File: src/rtl/multicycle_control_unit.sv
// multicycle_control_unit
// Sequencing FSM for the multicycle ARM datapath. Decodes Instr[31:12], walks
// the datapath through fetch/decode/execute/memory/writeback, holds the NZCV
// flags and evaluates the condition field once per instruction (in DECODE).
// Optional feature (macro MCU_ILLEGAL_TRAP_EN): op=11 and undefined
// data-processing commands trap into HALT, flagged on the Illegal output.
module multicycle_control_unit #(
  parameter logic [3:0]  RESET_FLAGS = 4'b0000,
  parameter int unsigned STATE_W     = 4
) (
  input  logic               CLK,
  input  logic               reset,
  input  logic [19:0]        Instr,
  input  logic [3:0]         ALUFlags,
  output logic               PCWrite,
  output logic               AdrSrc,
  output logic               MemWrite,
  output logic               IRWrite,
  output logic               RegWrite,
  output logic [1:0]         ResultSrc,
  output logic               ALUSrcA,
  output logic [1:0]         ALUSrcB,
  output logic [1:0]         ALUControl,
  output logic [1:0]         ImmSrc,
  output logic [1:0]         RegSrc,
  output logic [3:0]         Flags,
`ifdef MCU_ILLEGAL_TRAP_EN
  output logic               Illegal,
`endif
  output logic [STATE_W-1:0] State
);

  typedef enum logic [3:0] {
    S_FETCH  = 4'd0,
    S_DECODE = 4'd1,
    S_MEMADR = 4'd2,
    S_MEMRD  = 4'd3,
    S_MEMWB  = 4'd4,
    S_MEMWR  = 4'd5,
    S_EXECR  = 4'd6,
    S_EXECI  = 4'd7,
    S_ALUWB  = 4'd8,
    S_BRANCH = 4'd9,
    S_HALT   = 4'd10
  } state_t;

  // Instruction fields (Instr holds IR bits 31:12)
  logic [3:0] cond_s;
  logic [1:0] op_s;
  logic [5:0] funct_s;
  logic [3:0] rd_s;
  logic [3:0] cmd_s;
  logic       unused_s;

  assign cond_s   = Instr[19:16];
  assign op_s     = Instr[15:14];
  assign funct_s  = Instr[13:8];
  assign rd_s     = Instr[3:0];
  assign cmd_s    = funct_s[4:1];
  assign unused_s = ^Instr[7:4];  // Rn is consumed by the datapath only

  // ARM condition-code evaluation against {N,Z,C,V}
  function automatic logic cond_eval(input logic [3:0] cond, input logic [3:0] nzcv);
    logic n, z, c, v, r;
    n = nzcv[3];
    z = nzcv[2];
    c = nzcv[1];
    v = nzcv[0];
    case (cond)
      4'b0000: r = z;
      4'b0001: r = ~z;
      4'b0010: r = c;
      4'b0011: r = ~c;
      4'b0100: r = n;
      4'b0101: r = ~n;
      4'b0110: r = v;
      4'b0111: r = ~v;
      4'b1000: r = c & ~z;
      4'b1001: r = ~c | z;
      4'b1010: r = (n == v);
      4'b1011: r = (n != v);
      4'b1100: r = ~z & (n == v);
      4'b1101: r = z | (n != v);
      4'b1110: r = 1'b1;
      default: r = 1'b0;
    endcase
    return r;
  endfunction

  // ALU decoder: unknown commands fall back to ADD
  function automatic logic [1:0] alu_dec(input logic [3:0] cmd);
    logic [1:0] r;
    case (cmd)
      4'b0100: r = 2'b00;
      4'b0010: r = 2'b01;
      4'b0000: r = 2'b10;
      4'b1100: r = 2'b11;
      default: r = 2'b00;
    endcase
    return r;
  endfunction

  logic       cmd_defined_s;
  logic [1:0] flag_w_s;
  logic       exec_s;

  assign cmd_defined_s = (cmd_s == 4'b0100) | (cmd_s == 4'b0010) |
                         (cmd_s == 4'b0000) | (cmd_s == 4'b1100);
  assign flag_w_s[1]   = funct_s[0];
  assign flag_w_s[0]   = funct_s[0] & ((cmd_s == 4'b0100) | (cmd_s == 4'b0010));

  state_t     state_r, next_s;
  logic       cond_ok_r;
  logic [3:0] flags_r;

  assign exec_s = (state_r == S_EXECR) | (state_r == S_EXECI);

  // State register; reset aborts any instruction in flight
  always_ff @(posedge CLK) begin
    if (reset) begin
      state_r <= S_FETCH;
    end else begin
      state_r <= next_s;
    end
  end

  // Condition result captured at the end of DECODE, held for the instruction
  always_ff @(posedge CLK) begin
    if (reset) begin
      cond_ok_r <= 1'b0;
    end else if (state_r == S_DECODE) begin
      cond_ok_r <= cond_eval(cond_s, flags_r);
    end else begin
      cond_ok_r <= cond_ok_r;
    end
  end

  // NZCV register, updated at the end of EXECR/EXECI for passing S-instructions
  always_ff @(posedge CLK) begin
    if (reset) begin
      flags_r <= RESET_FLAGS;
    end else if (exec_s && cond_ok_r) begin
      if (flag_w_s[1]) begin
        flags_r[3:2] <= ALUFlags[3:2];
      end
      if (flag_w_s[0]) begin
        flags_r[1:0] <= ALUFlags[1:0];
      end
    end else begin
      flags_r <= flags_r;
    end
  end

  // Next-state logic
  always_comb begin
    next_s = S_FETCH;
    case (state_r)
      S_FETCH:  next_s = S_DECODE;
      S_DECODE: begin
        case (op_s)
          2'b00: begin
`ifdef MCU_ILLEGAL_TRAP_EN
            if (!cmd_defined_s) begin
              next_s = S_HALT;
            end else
`endif
            if (funct_s[5]) begin
              next_s = S_EXECI;
            end else begin
              next_s = S_EXECR;
            end
          end
          2'b01: next_s = S_MEMADR;
          2'b10: next_s = S_BRANCH;
`ifdef MCU_ILLEGAL_TRAP_EN
          2'b11: next_s = S_HALT;
`else
          2'b11: next_s = S_FETCH;
`endif
          default: next_s = S_FETCH;
        endcase
      end
      S_MEMADR: next_s = funct_s[0] ? S_MEMRD : S_MEMWR;
      S_MEMRD:  next_s = S_MEMWB;
      S_MEMWB:  next_s = S_FETCH;
      S_MEMWR:  next_s = S_FETCH;
      S_EXECR:  next_s = S_ALUWB;
      S_EXECI:  next_s = S_ALUWB;
      S_ALUWB:  next_s = S_FETCH;
      S_BRANCH: next_s = S_FETCH;
`ifdef MCU_ILLEGAL_TRAP_EN
      S_HALT:   next_s = S_HALT;
`endif
      default:  next_s = S_FETCH;
    endcase
  end

  logic       pc_write_s, adr_src_s, mem_write_s, ir_write_s, reg_write_s;
  logic       alu_src_a_s;
  logic [1:0] result_src_s, alu_src_b_s, alu_control_s;
  logic       rd_pc_s;

  assign rd_pc_s = (rd_s == 4'hF);

  // Per-state datapath controls; HALT and unused encodings drive everything 0
  always_comb begin
    pc_write_s    = 1'b0;
    adr_src_s     = 1'b0;
    mem_write_s   = 1'b0;
    ir_write_s    = 1'b0;
    reg_write_s   = 1'b0;
    result_src_s  = 2'b00;
    alu_src_a_s   = 1'b0;
    alu_src_b_s   = 2'b00;
    alu_control_s = 2'b00;
    case (state_r)
      S_FETCH: begin
        ir_write_s   = 1'b1;
        alu_src_a_s  = 1'b1;
        alu_src_b_s  = 2'b10;
        result_src_s = 2'b10;
        pc_write_s   = 1'b1;
      end
      S_DECODE: begin
        alu_src_a_s  = 1'b1;
        alu_src_b_s  = 2'b10;
        result_src_s = 2'b10;
      end
      S_MEMADR: alu_src_b_s = 2'b01;
      S_MEMRD:  adr_src_s = 1'b1;
      S_MEMWB: begin
        result_src_s = 2'b01;
        reg_write_s  = cond_ok_r;
        pc_write_s   = cond_ok_r & rd_pc_s;
      end
      S_MEMWR: begin
        adr_src_s   = 1'b1;
        mem_write_s = cond_ok_r;
      end
      S_EXECR:  alu_control_s = alu_dec(cmd_s);
      S_EXECI: begin
        alu_src_b_s   = 2'b01;
        alu_control_s = alu_dec(cmd_s);
      end
      S_ALUWB: begin
        reg_write_s = cond_ok_r;
        pc_write_s  = cond_ok_r & rd_pc_s;
      end
      S_BRANCH: begin
        alu_src_b_s  = 2'b01;
        result_src_s = 2'b10;
        pc_write_s   = cond_ok_r;
      end
      default: begin
        pc_write_s = 1'b0;
      end
    endcase
  end

  // Architectural enables are held off while reset is asserted
  assign PCWrite    = pc_write_s  & ~reset;
  assign IRWrite    = ir_write_s  & ~reset;
  assign RegWrite   = reg_write_s & ~reset;
  assign MemWrite   = mem_write_s & ~reset;
  assign AdrSrc     = adr_src_s;
  assign ResultSrc  = result_src_s;
  assign ALUSrcA    = alu_src_a_s;
  assign ALUSrcB    = alu_src_b_s;
  assign ALUControl = alu_control_s;
  assign ImmSrc     = op_s;
  assign RegSrc     = {op_s == 2'b01, op_s == 2'b10};
  assign Flags      = flags_r;
  assign State      = STATE_W'(state_r);
`ifdef MCU_ILLEGAL_TRAP_EN
  assign Illegal    = (state_r == S_HALT);
`endif

endmodule

File: config.mk
export PLATFORM = sky130hd
export DESIGN_NAME = multicycle_control_unit
export DESIGN_NICKNAME = d
export VERILOG_FILES = /design/src/rtl/multicycle_control_unit.sv
export SDC_FILE = /design/constraint.sdc
export NUM_CORES = 1
export LEC_CHECK = 0
export BUFFER_PORTS_ARGS = -buffer_cell sky130_fd_sc_hd__buf_2
export CORE_AREA = 2 2 47 49
export DETAILED_ROUTE_END_ITERATION = 10
export DIE_AREA = 0 0 49 51
export HOLD_SLACK_MARGIN = 0.12
export PLACE_DENSITY = 0.82
export SLEW_MARGIN = 20
export SYNTH_ARGS = -nofsm -noshare
export SYNTH_HDL_FRONTEND = slang
export SYNTH_SLANG_ARGS = --single-unit
export TNS_END_PERCENT = 100
File: constraint.sdc
create_clock -name CLK -period 1.9 [get_ports CLK]
set_clock_uncertainty 0.15 [all_clocks]
set_input_delay 0.475 -clock CLK [delete_from_list [all_inputs] [get_ports CLK]]
set_output_delay 0.475 -clock CLK [all_outputs]
set_load 0.01 [all_outputs]
Word level (Yosys, flattened, before mapping). Cells that the tools add are included.

Word-level logic and storage cells: 81. Output and inout port bits: 24. Flip-flop bits (word level): 9. Input bits: 26.

Equal/unequal tests: 32. Muxes and demuxes: 15. Bitwise gates (word level): 17. Reduce and logical (&&, ||, !) cells: 13.

Operators with widths (count): 4-bit equality test, second input constant (11); 4-bit by 3-bit equality test with 1-bit output, second input constant (9); 4-bit by 2-bit equality test with 1-bit output, second input constant (5); 4-bit one-hot mux with 5 select lines (1); 4-bit one-hot mux with 4 select lines (1); 1-bit one-hot mux with 15 select lines (1); 4-bit zero test (3); 1-bit bitwise AND (8); 4-bit by 1-bit equality test with 1-bit output, second input constant (2); 2-bit one-hot mux with 2 select lines (2); 2-bit OR reduction (4); 1-bit two-way mux (6); 2-bit one-hot mux with 3 select lines (1); 3-bit OR reduction (2); 1-bit NOT (5); 2-bit equality test, second input constant (2); 1-bit OR (4); 2-bit AND reduction (2); 3-bit two-way mux (1); 1-bit one-hot mux with 3 select lines (1); 2-bit by 1-bit equality test with 1-bit output, second input constant (1); 2-bit zero test (1); 2-bit two-way mux (1); 1-bit equality test (1); 2 further kinds (2).

Depth between registers and ports, before layout.
Depth in word-level cells: 4. Gate-level depth with buffers: 6.

Worst setup path before layout. No wires, ideal clock.

Kind: input-to-output. Start: in reset. End: out PCWrite. Required time: 1.275 ns. Stages on the path: 4. Slack: -0.297 ns. Arrival time: 1.572 ns. Cells stage by stage: clkbuf_1 nand2b_1 nor4_1 a22o_1.

Cells in the longest elaborated chain, start to end: 2.

RTL lines: from (decl) (RTL line 12) `input logic reset,`; 1-bit NOT (RTL line 261) `assign PCWrite = pc_write_s & ~reset;`; 1-bit bitwise AND (RTL line 261); to (decl) (RTL line 15) `output logic PCWrite,`.

Every way passes these cells.

Final worst setup path.
Start: reg state_r[0] (netlist: State[0]). End: out PCWrite.

Cells in the longest elaborated chain, start to end: 4. Elaborated cells on any way between the ends: 7.

RTL lines: from (decl) (RTL line 112) `state_t state_r, next_s;`; from (signal assigned) (RTL line 123) `state_r <= next_s;`; 4-bit by 3-bit equality test with 1-bit output / 4-bit equality test (equally long branches) (RTL line 216) `case (state_r)`; 2-bit OR reduction (no source line); 1-bit one-hot mux with 3 select lines * (RTL line 216); 1-bit bitwise AND * (RTL line 261).

Every way passes the cells marked *; elsewhere a longest branch is shown, timed or not.

==> key figures <==
Run status
  – Outcome: complete, but fails checks
  – Failing checks: setup timing

GRT
  – Pin count of the biggest net entering global routing: 11
  – Number of antenna violations at the first check in global routing: 0
  – First-pass GRT wire length: 3820 µm
  – GRT overflow: 0
  – Total GRT Usage: 0.190
  – Vias in the first global route: 937

Cells and area
  – Share of layout cells above drive strength 1: 0.538
  – Antenna cell count: 0
  – Final Util: 0.641
  – Area grow syn2layout: 63.9%
  – Layout Nets: 196
  – Number of fill cells in the layout: 165

Worst setup path
  – CP endpoint kind: primary output
  – Worst Setup Start Kind: flop
  – CP max stage cell: dfxtp_4
  – Max FO, Critical Path: 5
  – Critical path type: reg2out
  – Crit path cell chain: buf_6, nor4_4, a22o_1, buf_2
  – Worst path required time: 1.27 ns
  – CP delay by family, top: flip-flops
  – Critical path arrival: 1.32 ns
  – Crit-path max cell delay: 0.37 ns
  – CP bufs+invs: 2

STA
  – # setup viols final: 3
  – Endpoints failing hold: 0
  – RSZ-0062 raised after global routing: true
  – Max-slew violations: 0
  – Worst setup margin: -0.0468 ns
  – F_max: 514 MHz
  – Crit path time final: 1.95 ns
  – Worst Tran Pin Value: 0.295 ns
  – Relative slew slack: 0.801
  – WHS: 0.299 ns
  – Final Cycle Share: 1.02

Power
  – Pwr/cell area: 459 nW/µm²
  – LEAKAGE: 0.629 nW
  – Peak VDD IR: 419 µV
  – Total design power: 0.000607 W

CTS
  – Clock-pin slew on the worst setup and hold paths: 0.07 ns
  – CTS Buf Count: 3
  – Hold buffers post-CTS: 0
  – Num Clock Sinks: 9
  – CTS H-tree lvls: 1
  – CTS root buffer: clkbuf_4
  – CTS Buffer Depth: 2
  – TritonCTS clock tree: yes
  – Clock Latency Late Sink: 0.26 ns

Job
  – Max cap viols: 0

Floorplanning
  – Number of cell rows: 17
  – Die span in x: 49 µm
  – IO Count: 50
  – Vert. Die Dim: 51 µm
  – Core area: 2060 µm²
  – Initial Util: 0.391
  – Die Area: 2500 µm²

Drt
  – Via density per instance: 5.30
  – DR iter-0 viols: 19
  – Vias: 1044
  – Drt pass-1 iters: 4
  – Drt wl/cell: 12.3 µm
  – Post-route DRC: 0
  – ANT nets after route: 0
  – WL final: 2430 µm

Synth
  – Syn nets: 135
  – Top_reg_cell synth: dfxtp_1
  – Seq/Total Area, Yosys: 0.223
  – Mapped Cells: 109
  – Mapped cell area: 807 µm²
  – Flop and latch count out of synthesis: 9
  – Share of the synthesized area in the top cell type: 0.223
  – Area leader, netlist: dfxtp_1
  – Async SR Flop Fraction: 0
  – Commonest cells in the netlist: 10 x nor2_1, 10 x nor3_1, 9 x dfxtp_1, 8 x nand2_1, 7 x a21oi_1
  – Avg Synthesized Cell Area: 7.40 µm²
  – EDFF count, synth: 0
  – Synth cell types: 37
  – Top cells by area, synth: dfxtp_1 22%, mux2i_1 7.4%, xnor2_1 6.5%
  – Synth warn: 0

Min path
  – HP Class: in2reg

Placement
  – GPL Wtd Cong: 0.792
  – IO buf count: 45
  – Place WS: -0.0390 ns
  – HPWL Detailed: 1720 µm
path summary, 6_finish.rpt:
kind / from / end / slack [ns] / depth (start not counted)
setup reg to reg: State[2]$_SDFF_PP0_ / Flags[1]$_SDFFE_PP0P_ / 0.06 / 6
hold reg to reg: Flags[1]$_SDFFE_PP0P_ / Flags[1]$_SDFFE_PP0P_ / 0.42 / 2
setup / recovery: State[0]$_SDFF_PP0_ / PCWrite / -0.05 / 4
hold / removal: ALUFlags[0] / Flags[0]$_SDFFE_PP0P_ / 0.30 / 3
registers in the layout, indices dropped and copies added, names as in the netlist:
| name | cells |
|---|---|
| cond_ok_r | 1 |
| Flags | 4 |
| State | 4 |
cells in the final DEF (no fill, tap or decap), drive strengths merged, types with 3 or more instances in the layout:
cell type | synthesis | routed
nand3 | 4 | 4
nor2b | 4 | 4
a31oi | 3 | 3
dfxtp | 9 | 9
mux2i | 6 | 6
nand2 | 8 | 8
xnor2 | 6 | 6
nand2b | 6 | 6
nor2 | 10 | 10
clkbuf | 5 | 4
nor3 | 10 | 10
a21oi | 7 | 7
buf | 6 | 67
o21ai | 4 | 4
power breakdown:
group | total [W] | internal, W | switching [W]
Clock | 0.000153 | 0.0000810 | 0.0000717
Combinational | 0.000241 | 0.000126 | 0.000115
Sequential | 0.000213 | 0.000196 | 0.0000166
Total | 0.000607 | 0.000403 | 0.000203
timing repair:
action,CTS,global route
gates resized for setup,21,5
buffers inserted,7,4
pin swaps,5,3
endpoints found under the setup margin,10,8
layer usage:
metal  part of all wire  track usage
met3              0.051       0.0263
met2               0.53        0.365
met4              0.017       0.0762
met1               0.40        0.210
met5                  0            0
area by class of cell:
cell class	count	area, µm²	area share
inverters	2	7.51	0.00568
repair buffers	67	410	0.310
well taps	28	35.0	0.0265
flip-flops and latches	9	199	0.150
multi-input cells	87	644	0.487
clock buffers	4	26.3	0.0199
cells by family after synthesis:
family / after synthesis / synth area share
buf+inv: 13 / 0.0837
mux: 7 / 0.0884
xor+xnor: 6 / 0.0651
flops: 9 / 0.223
simple gates: 54 / 0.386
compound gates: 20 / 0.153
worst reg2reg max path: stages (launching register included):
cell	delay [ns]
dfxtp_4	0.39
nor2b_4	0.18
buf_4	0.12
nand4_2	0.15
or4_4	0.53
mux2i_1	0.16
nor2_1	0.05
metrics by stage:
step	setup TNS [ns]	std cells	cell area, µm²
global route	-0.304	197	1320
floorplan	-0.0418	109	858
global placement	-0.0120	182	1120
CTS	-0.0338	193	1260
finish	-0.0817	197	1320
detailed placement	-0.0390	182	1120
Power figures use the tool's default switching activity.
